$ cat config.mk
export PLATFORM = sky130hd
export DESIGN_NAME = sfp_mac_arbiter
export DESIGN_NICKNAME = d
export VERILOG_FILES = /design/src/rtl/sfp_pkg.sv /design/src/rtl/sfp_rr_arb.sv /design/src/rtl/sfp_mac_arbiter.sv
export SDC_FILE = /design/constraint.sdc
export NUM_CORES = 1
export LEC_CHECK = 0
export CORE_AREA = 2 2 203 205
export CTS_CLUSTER_DIAMETER = 40
export DETAILED_ROUTE_END_ITERATION = 10
export DIE_AREA = 0 0 205 207
export GPL_TIMING_DRIVEN = 1
export PLACE_DENSITY = 0.48
export SLEW_MARGIN = 10
export SYNTH_ARGS = -nofsm -noshare
export SYNTH_HDL_FRONTEND = slang
export SYNTH_HIERARCHICAL = 1
export SYNTH_SLANG_ARGS = --single-unit
$ cat constraint.sdc
create_clock -name i_clk -period 6.8 [get_ports i_clk]
set_clock_uncertainty 0.1 [all_clocks]
set_input_delay 1.7 -clock i_clk [delete_from_list [all_inputs] [get_ports i_clk]]
set_output_delay 1.7 -clock i_clk [all_outputs]
set_load 0.02 [all_outputs]
$ cat src/rtl/sfp_pkg.sv
// Shared constants and types for the sfp multiply-add arbiter slice.
// sfp word layout: {sign, exp[7:0], frac[16:0]}.
package sfp_pkg;

  localparam int SFP_W       = 26;
  localparam int SFP_EXP_MSB = 24;
  localparam int SFP_EXP_LSB = 17;
  localparam int SFP_FRA_W   = 17;
  localparam int DEF_MU_LAT  = 7;
  localparam int TAG_IDW     = 3;
  localparam int STAT_W      = 16;

  // The id field is sized for the largest supported NREQ (8).
  typedef struct packed {
    logic               vld;
    logic [TAG_IDW-1:0] id;
  } tag_t;

  function automatic logic [STAT_W-1:0] sat_inc(input logic [STAT_W-1:0] cnt);
    if (cnt == {STAT_W{1'b1}}) begin
      return cnt;
    end else begin
      return cnt + {{(STAT_W-1){1'b0}}, 1'b1};
    end
  endfunction

endpackage

$ cat src/rtl/sfp_rr_arb.sv
// Round-robin picker: selects the first requester above ptr, wrapping.
// Purely combinational; the pointer register lives in the parent.
module sfp_rr_arb #(
  parameter int NREQ = 4,
  parameter int IDW  = 2
) (
  input  logic [NREQ-1:0] req,
  input  logic [IDW-1:0]  ptr,
  output logic [NREQ-1:0] gnt,
  output logic [IDW-1:0]  id
);

  logic [IDW:0]   sum_s;
  logic [IDW-1:0] idx_s;
  logic           found_s;

  // Scan ptr+1 .. ptr+NREQ modulo NREQ and take the first set request.
  always_comb begin
    gnt     = '0;
    id      = '0;
    found_s = 1'b0;
    sum_s   = '0;
    idx_s   = '0;
    for (int k = 1; k <= NREQ; k++) begin
      sum_s = {1'b0, ptr} + (IDW+1)'(k);
      if (sum_s >= (IDW+1)'(NREQ)) begin
        idx_s = IDW'(sum_s - (IDW+1)'(NREQ));
      end else begin
        idx_s = sum_s[IDW-1:0];
      end
      if (!found_s && req[idx_s]) begin
        found_s    = 1'b1;
        gnt[idx_s] = 1'b1;
        id         = idx_s;
      end else begin
        found_s = found_s;
      end
    end
  end

endmodule

$ cat src/rtl/sfp_mac_arbiter.sv
// Round-robin sharing of one pipelined sfp A*B+C engine, with a tag pipe routing results back.
// Optional per-requester grant counters when SFP_ARB_STAT_EN is defined.
module sfp_mac_arbiter
  import sfp_pkg::*;
#(
  parameter int NREQ   = 4,
  parameter int MU_LAT = DEF_MU_LAT,
  parameter int IDW    = 2
) (
  input  logic                   i_clk,
  input  logic                   i_rst,
  input  logic                   i_en,
  input  logic [NREQ-1:0]        i_req,
  input  logic [NREQ*SFP_W-1:0]  i_da,
  input  logic [NREQ*SFP_W-1:0]  i_db,
  input  logic [NREQ*SFP_W-1:0]  i_dc,
  output logic [NREQ-1:0]        o_gnt,
  output logic                   o_mu_req,
  output logic [SFP_W-1:0]       o_mu_da,
  output logic [SFP_W-1:0]       o_mu_db,
  output logic [SFP_W-1:0]       o_mu_dc,
  input  logic                   i_mu_vld,
  input  logic [SFP_W-1:0]       i_mu_do,
  output logic [NREQ-1:0]        o_rsp_vld,
  output logic [SFP_W-1:0]       o_rsp_do,
  output logic                   o_busy,
  output logic                   o_err,
  output logic [NREQ*STAT_W-1:0] o_stat_cnt
);

  logic [IDW-1:0]  ptr_r;
  logic [IDW-1:0]  iss_id_r;
  logic [IDW-1:0]  win_id_s;
  logic [NREQ-1:0] win_oh_s;
  logic [NREQ-1:0] gnt_s;
  logic [NREQ-1:0] rsp_oh_s;
  tag_t            tag_r [MU_LAT];
  tag_t            tag_out_s;
  logic            busy_s;

  sfp_rr_arb #(
    .NREQ (NREQ),
    .IDW  (IDW)
  ) u_rr_arb (
    .req (i_req),
    .ptr (ptr_r),
    .gnt (win_oh_s),
    .id  (win_id_s)
  );

  // Grant only while enabled and out of reset, so requests are ignored while i_en is low.
  always_comb begin
    if (i_en && (|i_req) && !i_rst) begin
      gnt_s = win_oh_s;
    end else begin
      gnt_s = '0;
    end
  end

  assign o_gnt = gnt_s;

  // Issue stage: register the winner's operands and advance the pointer on each grant.
  always_ff @(posedge i_clk or posedge i_rst) begin
    if (i_rst) begin
      ptr_r    <= IDW'(NREQ-1);
      iss_id_r <= '0;
      o_mu_req <= 1'b0;
      o_mu_da  <= '0;
      o_mu_db  <= '0;
      o_mu_dc  <= '0;
    end else begin
      o_mu_req <= |gnt_s;
      if (|gnt_s) begin
        ptr_r    <= win_id_s;
        iss_id_r <= win_id_s;
        o_mu_da  <= i_da[SFP_W*int'(win_id_s) +: SFP_W];
        o_mu_db  <= i_db[SFP_W*int'(win_id_s) +: SFP_W];
        o_mu_dc  <= i_dc[SFP_W*int'(win_id_s) +: SFP_W];
      end else begin
        ptr_r    <= ptr_r;
        iss_id_r <= iss_id_r;
        o_mu_da  <= o_mu_da;
        o_mu_db  <= o_mu_db;
        o_mu_dc  <= o_mu_dc;
      end
    end
  end

  // Tag pipe: MU_LAT stages so the tag leaves in the same cycle as the engine's valid.
  always_ff @(posedge i_clk or posedge i_rst) begin
    if (i_rst) begin
      for (int s = 0; s < MU_LAT; s++) begin
        tag_r[s] <= '0;
      end
    end else begin
      tag_r[0].vld <= o_mu_req;
      tag_r[0].id  <= TAG_IDW'(iss_id_r);
      for (int s = 1; s < MU_LAT; s++) begin
        tag_r[s] <= tag_r[s-1];
      end
    end
  end

  assign tag_out_s = tag_r[MU_LAT-1];

  // Busy covers the issue register plus every occupied tag stage.
  always_comb begin
    busy_s = o_mu_req;
    for (int s = 0; s < MU_LAT; s++) begin
      busy_s = busy_s | tag_r[s].vld;
    end
  end

  assign o_busy = busy_s;

  // Decode the emerging tag id into the response one-hot.
  always_comb begin
    rsp_oh_s = '0;
    for (int i = 0; i < NREQ; i++) begin
      rsp_oh_s[i] = (tag_out_s.id == TAG_IDW'(i));
    end
  end

  // Return stage: route matched results; any valid/tag disagreement sets the sticky error.
  always_ff @(posedge i_clk or posedge i_rst) begin
    if (i_rst) begin
      o_rsp_vld <= '0;
      o_rsp_do  <= '0;
      o_err     <= 1'b0;
    end else begin
      if (i_mu_vld && tag_out_s.vld) begin
        o_rsp_vld <= rsp_oh_s;
        o_rsp_do  <= i_mu_do;
      end else begin
        o_rsp_vld <= '0;
        o_rsp_do  <= o_rsp_do;
      end
      if (i_mu_vld != tag_out_s.vld) begin
        o_err <= 1'b1;
      end else begin
        o_err <= o_err;
      end
    end
  end

`ifdef SFP_ARB_STAT_EN
  logic [STAT_W-1:0] stat_r [NREQ];

  // Saturating grant counters, cleared only by reset.
  always_ff @(posedge i_clk or posedge i_rst) begin
    if (i_rst) begin
      for (int i = 0; i < NREQ; i++) begin
        stat_r[i] <= '0;
      end
    end else begin
      for (int i = 0; i < NREQ; i++) begin
        if (gnt_s[i]) begin
          stat_r[i] <= sat_inc(stat_r[i]);
        end else begin
          stat_r[i] <= stat_r[i];
        end
      end
    end
  end

  // Flatten the counters onto the stat bus.
  always_comb begin
    o_stat_cnt = '0;
    for (int i = 0; i < NREQ; i++) begin
      o_stat_cnt[STAT_W*i +: STAT_W] = stat_r[i];
    end
  end
`else
  assign o_stat_cnt = '0;
`endif

endmodule
==> summary.md, run 1 <==
| Metric | Value |
|---|---|
| Crit path max fanout | 13 |
| Wirelength per Cell | 18.3 um |
| Post-route DRC | 0 |
| Maximum root-to-sink buffer count | 2 |
| Measured slew at the worst slew-check pin | 0.831 ns |
| Peak supply drop | 0.183 mV |
| Synth Flop Type | dfrtp_1 |
| Critical path arrival | 4.29 ns |
| Quantity of I/O buffers inserted on ports | 460 |
| Post-synthesis cell count | 503 |
| Mux contribution to synthesized area | 0.406 |
| Cell Rows | 74 |
| Starting density of the core | 0.201 |
| Postcts setup bufs | 0 |
| CTS root buf | clkbuf_16 |
| CORE AREA | 40400 um^2 |
| GRT Util Overall | 0.129 |
| Placer Congestion | 0.839 |
| DRT iter0 DRCs | 168 |
| Largest net degree at the start of global routing | 57 |
| Post-detail-place hpwl | 21.3 mm |
| Async SR Flop Fraction | 1.00 |
| Clock Latency Late Sink | 0.43 ns |
| Sequential area share after synthesis | 0.417 |
| Clock slew at reported path FFs | 0.07 ns |
| Setup ws final | 0.706 ns |
| Tcrit/Tclk final | 0.896 |
| Clock Sinks | 135 |
| XOR/XNOR Fraction of Synth Area | 0 |
| Die X | 205 um |
| LEAKAGE | 5.35 nW |
| Drt first pass iters | 4 |
| Largest cells by area after synthesis | dfrtp_1 41%, mux4_2 22%, mux2_4 13% |
| Top Ports | 525 |
| Setup CP Type | primary input to output pin |
| Routed WL | 27.4 mm |
| H-Tree Depth | 4 |
| Die Y | 207 um |
| Slew Limit Headroom | 0.446 |
| Seq cells post-synth | 135 |
| Global-route wire length before repair | 40.6 mm |
| Simple-Gate Fraction of Synth Area | 0.0335 |
| Max-slew violations | 0 |
| GRT overflow | 0 |
| Top cells by count, synth | 133 x dfrtp_1, 80 x mux4_2, 69 x mux2_4 |
| Min-Delay Path Class | flop to flop |
| Cts repair resizes | 0 |
| Antenna-violating nets left | 0 |
| Min Clock Period, post-route | 6.09 ns |
| TNS Setup | 0 ns |
| RSZ-0062 raised after global routing | no |
| Vias in the first global route | 6633 |
| Hold Violations, Final | 0 |
| Most numerous cell in the Yosys netlist | dfrtp_1 |
| Mapped Area | 8110 um^2 |
| Vias per cell | 3.99 |
| Max Cap Viol | 0 |
| Worst Path Required | 5.00 ns |
| Share of layout cells above drive strength 1 | 0.252 |
| N_diodes | 0 |
| Worst slack, placed | 0.717 ns |
| CP startpoint kind | primary input |
| # setup viols final | 0 |
| Layout net count | 1309 |
| Utilization after layout | 0.335 |
| Vias post-DR | 5984 |
| EDFF count, synth | 0 |
| Leading area contributor after synthesis | dfrtp_1 |
| Power per cell area | 444 nW/um^2 |
| Total CTS buffers | 17 |
| Area delta synth->final | 66.5% |
| Initial antenna violation count | 2 |
| Adder-cell share of the synthesized area | 0.0139 |
| Compound-gate portion of the synthesized area | 0.0225 |
| Hold Buf Count CTS | 0 |
| YS warnings | 6 |
| Critical Path End Type | output pin |
| Syn_area_per_cell | 16.1 um^2 |
| Highest Clock Rate | 164 MHz |
| Count of cell types in the netlist | 42 |
| Die Area | 42400 um^2 |
| Status | completed |
| TritonCTS clock tree | built |
| Largest family of logic cells by synthesized area | multiplexers |
| Top cell type's share of synthesized area | 0.410 |
==> layout by cell type (no fill, tap or decap), types with 4 or more instances in the layout <==
master and instances:
mux4_2 80, conb_1 64, dfrtp_1 133, and2_1 4, clkbuf_16 17, o21ai_0 6, nand2_1 13, nor2_1 4
nor2b_1 4, inv_6 6, mux2_4 69, a221o_2 4, ha_1 9, clkdlybuf4s50_1 460, buf_4 7, mux2_2 38
==> power breakdown <==
part | switching (mW) | internal (mW) | leakage [nW] | total, mW
clock | 0.402 | 0.596 | 0.304 | 0.998
sequential | 0.228 | 1.21 | 1.62 | 1.44
combinational | 1.55 | 2.01 | 3.43 | 3.56
total | 2.18 | 3.82 | 5.35 | 6.00
==> layer usage <==
layer / GRT usage / vias to the layer above / part of all wire
met5: 0 / - / 0.00047
met4: 0.0407 / 2 / 0.013
met3: 0.0357 / 18 / 0.070
met2: 0.221 / 229 / 0.51
met1: 0.155 / 3040 / 0.40
li1: - / 2695 / -
==> stage by stage <==
| step | instances | total power [mW] | instance area [um^2] | hold slack, ns |
|---|---|---|---|---|
| after floorplan | 566 | 3.89 | 8350 | 0.231 |
| after global placement | 1467 | 5.09 | 12900 | 0.232 |
| after detailed placement | 1467 | 5.08 | 12900 | 0.235 |
| after CTS | 1499 | 6.14 | 13500 | 0.250 |
| after global routing | 1499 | 6.37 | 13500 | 0.255 |
| final | 1499 | 6.00 | 13500 | 0.246 |
==> cells by family after synthesis <==
kind of cell	Yosys count
buffers and inverters	104
other	1
multiplexers	190
AND/OR/NAND/NOR	42
flip-flops	135
adder cells (fa/ha/maj)	9
AO/OA/AOI/OAI	22
==> worst max-delay path, cell delays in order <==
cell,delay (ns)
clkdlybuf4s50_1,0.65
mux4_2,0.63
a211oi_2,0.34
a221o_2,0.24
and2_1,0.13
clkdlybuf4s50_1,0.61
==> area by class of cell <==
class,count,area [um^2]
clock inverters,14,184
repair buffers,469,4700
well taps,532,666
multi-input cells,327,4120
fillers,4029,26900
clock buffers,18,439
flip-flops and latches,135,3380
inverters,4,20.0
==> sequential cells by signal (all words and copies together), names as in the netlist <==
signal,flops
iss_id_r,2
o_err,1
o_mu_da,26
o_mu_db,26
o_mu_dc,26
o_mu_req,1
o_rsp_do,26
o_rsp_vld,4
ptr_r,2
tag_out_s,3
tag_r,18
==> worst paths after layout <==
| path | to | startpoint | slack (ns) | cells past startpoint |
|---|---|---|---|---|
| setup / recovery | o_gnt[0] | i_req[0] | 0.71 | 6 |
| hold / removal | tag_r[4]$_DFF_PP0_ | tag_r[8]$_DFF_PP0_ | 0.25 | 0 |
| setup reg to reg | o_mu_db[24]$_DFFE_PP0P_ | ptr_r[0]$_DFFE_PP1P_ | 2.88 | 9 |
| hold reg to reg | tag_r[4]$_DFF_PP0_ | tag_r[8]$_DFF_PP0_ | 0.25 | 0 |
| max in group asynchronous | o_mu_db[7]$_DFFE_PP0P_ | i_rst | 3.86 | 3 |
| min in group asynchronous | o_mu_dc[20]$_DFFE_PP0P_ | i_rst | 1.69 | 2 |
Note: power is estimated with default switching activity, not from simulation.
==> run 2, diff against run 1 <==
==> constraint.sdc (replaced) <==
create_clock -name i_clk -period 6.5 [get_ports i_clk]
set_clock_uncertainty 0.1 [all_clocks]
set_input_delay 1.625 -clock i_clk [delete_from_list [all_inputs] [get_ports i_clk]]
set_output_delay 1.625 -clock i_clk [all_outputs]
set_load 0.02 [all_outputs]
==> run 2 against run 1 <==
  * Power rose by 4.4%
  * Clock power is essentially flat
  * Sequential cell count stayed put
  * Count of clock-buffer cells in the layout stayed put
  * Worst setup slack worse by 0.14 ns
==> summary.md, run 2 (same netlist as run 1, synthesis figures left out) <==
| Metric | Value |
|---|---|
| RSZ-0062 raised after global routing | no |
| TNS Setup | 0 ns |
| Top Ports | 525 |
| Max-slew violations | 0 |
| Worst Path Required | 4.78 ns |
| Largest net degree at the start of global routing | 84 |
| Hold_ws | 0.246 ns |
| Total CTS buffers | 17 |
| Vias post-DR | 5961 |
| Min-Delay Path Class | flop to flop |
| Critical path arrival | 4.21 ns |
| N_diodes | 0 |
| DRT iter0 DRCs | 198 |
| Drt first pass iters | 4 |
| Clock Sinks | 135 |
| Wirelength per Cell | 18.4 um |
| Slew Limit Headroom | 0.345 |
| Routed WL | 27.6 mm |
| Layout net count | 1308 |
| Vias per cell | 3.98 |
| Power per cell area | 464 nW/um^2 |
| Die Area | 42400 um^2 |
| Postcts setup bufs | 0 |
| H-Tree Depth | 4 |
| Worst slack, placed | 0.577 ns |
| Most frequent cells in the layout | 460 x clkdlybuf4s50_1, 133 x dfrtp_1, 80 x mux4_2 |
| Max Cap Viol | 0 |
| Antenna-violating nets left | 0 |
| Cell Rows | 74 |
| Measured slew at the worst slew-check pin | 0.983 ns |
| Area delta synth->final | 66.3% |
| Reg2reg setup slack | 2.41 ns |
| Setup ws final | 0.565 ns |
| Global-route wire length before repair | 40.6 mm |
| Initial antenna violation count | 3 |
| Highest Clock Rate | 168 MHz |
| CORE AREA | 40400 um^2 |
| Commonest non-fill, non-tap cell in the layout | clkdlybuf4s50_1 |
| # setup viols final | 0 |
| Clock Latency Late Sink | 0.44 ns |
| Peak supply drop | 0.327 mV |
| Cts repair resizes | 0 |
| GRT Util Overall | 0.130 |
| Crit path max fanout | 12 |
| LEAKAGE | 5.33 nW |
| Maximum root-to-sink buffer count | 2 |
| Die X | 205 um |
| Placer Congestion | 0.835 |
| Min Clock Period, post-route | 5.94 ns |
| Die Y | 207 um |
| Status | completed |
| CTS root buf | clkbuf_16 |
| TritonCTS clock tree | built |
| Share of layout cells above drive strength 1 | 0.252 |
| Clock slew at reported path FFs | 0.07 ns |
| CP startpoint kind | primary input |
| Critical Path End Type | output pin |
| Quantity of I/O buffers inserted on ports | 460 |
| Setup CP Type | primary input to output pin |
| Power Total | 6.26 mW |
| Post-route DRC | 0 |
| Post-detail-place hpwl | 21.4 mm |
| Vias in the first global route | 6548 |
| GRT overflow | 0 |
| Hold Buf Count CTS | 0 |
| Starting density of the core | 0.201 |
| Hold Violations, Final | 0 |
| Tcrit/Tclk final | 0.913 |
## run 2: cell count changes in the layout (fill, tap and decap cells not counted), sizes merged
cell      change
clkinvlp      +3
bufinv        -1
clkinv        -1
inv           -1
buf           -1
## run 2: power by group
part / leakage (nW) / switching [mW] / internal, mW / total [mW]
registers: 1.62 / 0.241 / 1.27 / 1.51
clock network: 0.282 / 0.420 / 0.584 / 1.00
logic: 3.43 / 1.64 / 2.11 / 3.75
total: 5.33 / 2.30 / 3.96 / 6.26
## run 2: critical path, stage by stage
cell	delay, ns
clkdlybuf4s50_1	0.76
or3b_1	0.39
a2111o_1	0.36
nand2_1	0.14
a221o_2	0.20
and2_1	0.12
clkdlybuf4s50_1	0.60
## run 2: routing by layer
layer | vias up | wire length, um | track usage
li1 | 2690 | - | -
met1 | 3019 | 10600 | 0.149
met2 | 228 | 14500 | 0.227
met3 | 20 | 2220 | 0.0461
met4 | 4 | 260 | 0.0385
met5 | - | 27 | 0
## run 2: area by class of cell
| class | instances | area [um^2] |
|---|---|---|
| Inverter | 4 | 20.0 |
| Clock inverter | 14 | 163 |
| Timing Repair Buffer | 468 | 4700 |
| Fill cell | 4034 | 26900 |
| Multi-Input combinational cell | 327 | 4120 |
| Tap cell | 532 | 666 |
| Sequential cell | 135 | 3380 |
| Clock buffer | 18 | 439 |
## run 2: final timing paths
kind | start | end | cells after the start
max reg2reg | ptr_r[0]$_DFFE_PP1P_ | o_mu_da[13]$_DFFE_PP0P_ | 9
min reg2reg | tag_r[24]$_DFF_PP0_ | tag_r[20]$_DFF_PP0_ | 0
min in group asynchronous | i_rst | o_mu_dc[8]$_DFFE_PP0P_ | 2
max | i_req[2] | o_gnt[2] | 7
max in group asynchronous | i_rst | o_mu_db[14]$_DFFE_PP0P_ | 3
min | tag_r[24]$_DFF_PP0_ | tag_r[20]$_DFF_PP0_ | 0
## run 2: through the flow
step | util | cells | instance area (um^2)
after floorplan | - | 566 | 8350
after global placement | 0.319 | 1466 | 12900
after detailed placement | 0.319 | 1466 | 12900
after CTS | 0.334 | 1498 | 13500
after global routing | 0.334 | 1498 | 13500
final | 0.334 | 1498 | 13500
==> run 3, diff against run 2 <==
--- a/config.mk
+++ b/config.mk
@@ -5,14 +5,16 @@
 export SDC_FILE = /design/constraint.sdc
 export NUM_CORES = 1
 export LEC_CHECK = 0
-export CORE_AREA = 2 2 203 205
+export CORE_AREA = 2 2 205 207
 export CTS_CLUSTER_DIAMETER = 40
 export DETAILED_ROUTE_END_ITERATION = 10
-export DIE_AREA = 0 0 205 207
+export DIE_AREA = 0 0 207 209
+export DONT_BUFFER_PORTS = 1
 export GPL_TIMING_DRIVEN = 1
-export PLACE_DENSITY = 0.48
+export PLACE_DENSITY = 0.31
 export SLEW_MARGIN = 10
 export SYNTH_ARGS = -nofsm -noshare
 export SYNTH_HDL_FRONTEND = slang
 export SYNTH_HIERARCHICAL = 1
 export SYNTH_SLANG_ARGS = --single-unit
+export TNS_END_PERCENT = 1
==> run 3 against run 2 <==
  * Sequential cell count unchanged
  * Critical endpoint is now o_gnt[1]
  * Cell count down 30%
  * Final area down 34%
  * Critical path type is now flop to output pin
==> summary.md, run 3 (same netlist as run 1, synthesis figures left out) <==
| Metric | Value |
|---|---|
| Crit path max fanout | 20 |
| Hold path start | tag_r[8]$_DFF_PP0_ |
| Status | completed |
| CP Depth | 7 |
| Ordered cell list for the critical path | inv_1 -> ha_1 -> mux4_2 -> nand2_1 -> o21ai_0 -> a221o_2 -> and2_1 |
| Commonest non-fill, non-tap cell in the layout | dfrtp_1 |
| Hold Buf Count CTS | 0 |
| CORE AREA | 41300 um^2 |
| Cts repair resizes | 0 |
| Postcts setup bufs | 0 |
| CP startpoint kind | flop |
| Starting density of the core | 0.197 |
| Antenna-violating nets left | 0 |
| Reg area | 3380 um^2 |
| Worst Path Required | 4.78 ns |
| Placer Congestion | 0.719 |
| Critical Path End Type | output pin |
| Reg2reg setup slack | 2.24 ns |
| Die X | 207 um |
| TNS Setup | 0 ns |
| GRT Util Overall | 0.101 |
| Tcrit/Tclk final | 0.753 |
| Fill cell count | 4355 |
| H-Tree Depth | 4 |
| Design area | 8900 um^2 |
| LEAKAGE | 3.55 nW |
| Die Y | 209 um |
| Top Ports | 525 |
| Routed WL | 22.2 mm |
| # setup viols final | 0 |
| GRT overflow | 0 |
| Area after DPL | 8260 um^2 |
| Highest Clock Rate | 204 MHz |
| TritonCTS clock tree | built |
| CP max-delay cell | dfstp_2 |
| Share of layout cells above drive strength 1 | 0.479 |
| Max-slew violations | 0 |
| Initial antenna violation count | 6 |
| Maximum root-to-sink buffer count | 2 |
| Slew Limit Headroom | 0.269 |
| Multi-input logic area | 4120 um^2 |
| Clock slew at reported path FFs | 0.07 ns |
| Measured slew at the worst slew-check pin | 1.10 ns |
| Vias post-DR | 4321 |
| Hold Path Sink | tag_r[4]$_DFF_PP0_ |
| Die Area | 43300 um^2 |
| Quantity of I/O buffers inserted on ports | 0 |
| Vias per cell | 4.13 |
| Worst r2r dst | o_mu_db[24]$_DFFE_PP0P_ |
| RSZ-0062 raised after global routing | no |
| Area delta synth->final | 9.67% |
| Hold Violations, Final | 0 |
| DRT iter0 DRCs | 155 |
| Launching point of the worst reg2reg path | ptr_r[0]$_DFFE_PP1P_ |
| Hold path cells | 0 |
| Utilization after layout | 0.216 |
| Global-route wire length before repair | 32.7 mm |
| Cell Rows | 75 |
| Max Cap Viol | 0 |
| Drt first pass iters | 6 |
| Power per cell area | 604 nW/um^2 |
| Post-route DRC | 0 |
| Post-detail-place hpwl | 17.1 mm |
| Most frequent cells in the layout | 133 x dfrtp_1, 80 x mux4_2, 69 x mux2_4 |
| FF-to-FF path depth | 9 |
| Cell family with most CP delay | flip-flops |
| Clock Sinks | 135 |
| Min Clock Period, post-route | 4.89 ns |
| Peak supply drop | 0.311 mV |
| WP buf/inv | 1 |
| Max stage delay on crit path | 0.76 ns |
| Min-Delay Path Class | flop to flop |
| Critical path arrival | 3.17 ns |
| Layout net count | 848 |
| Total CTS buffers | 17 |
| Setup CP Type | flop to output pin |
| Largest net degree at the start of global routing | 92 |
| Wirelength per Cell | 21.2 um |
| Clock Latency Late Sink | 0.44 ns |
| CTS root buf | clkbuf_16 |
| Vias in the first global route | 4903 |
## run 3: cell count changes in the layout (fill, tap and decap cells not counted), sizes merged
cell,previous run,this run
diode,0,3
bufinv,2,4
clkinvlp,4,1
clkdlybuf4s50,460,0
clkinv,3,1
inv,9,12
clkbuf,18,17
## run 3: final cells by class
type | instances | share of cell area
multi-input cells | 327 | 0.463
diodes | 3 | 0.000844
repair buffers | 8 | 0.00675
flip-flops and latches | 135 | 0.380
inverters | 4 | 0.00225
clock inverters | 14 | 0.0235
clock buffers | 17 | 0.0478
well taps | 539 | 0.0758
## run 3: worst max path at each step
stage	start	endpoint
4_1_cts	ptr_r[0]$_DFFE_PP1P_	o_gnt[1]
5_1_grt	ptr_r[0]$_DFFE_PP1P_	o_gnt[1]
6_report	ptr_r[0]$_DFFE_PP1P_	o_gnt[1]
2_1_floorplan	i_rst	iss_id_r[0]$_DFFE_PP0P_
3_5_place_dp	i_req[1]	o_gnt[2]
3_3_place_gp	i_req[1]	o_gnt[3]
## run 3: where the power goes
group | internal (mW) | switching [mW]
clock | 0.651 | 0.416
combinational | 1.34 | 0.938
sequential | 1.26 | 0.771
## run 3: layer usage
metal | vias up | GRT usage | part of all wire
met3 | 24 | 0.0428 | 0.081
li1 | 1772 | - | -
met2 | 269 | 0.174 | 0.53
met5 | - | 0 | 0.0016
met4 | 6 | 0.0389 | 0.015
met1 | 2250 | 0.110 | 0.37
## run 3: per-stage QoR
| stage | hold slack, ns | total power, mW | std cells | setup slack [ns] |
|---|---|---|---|---|
| finish | 0.246 | 5.38 | 1047 | 1.61 |
| global route | 0.259 | 5.70 | 1045 | 1.36 |
| CTS | 0.250 | 5.48 | 1044 | 1.56 |
| detailed placement | 0.235 | 4.36 | 1013 | 1.81 |
| global placement | 0.232 | 4.35 | 1013 | 1.85 |
| floorplan | 0.231 | 4.06 | 566 | 1.17 |
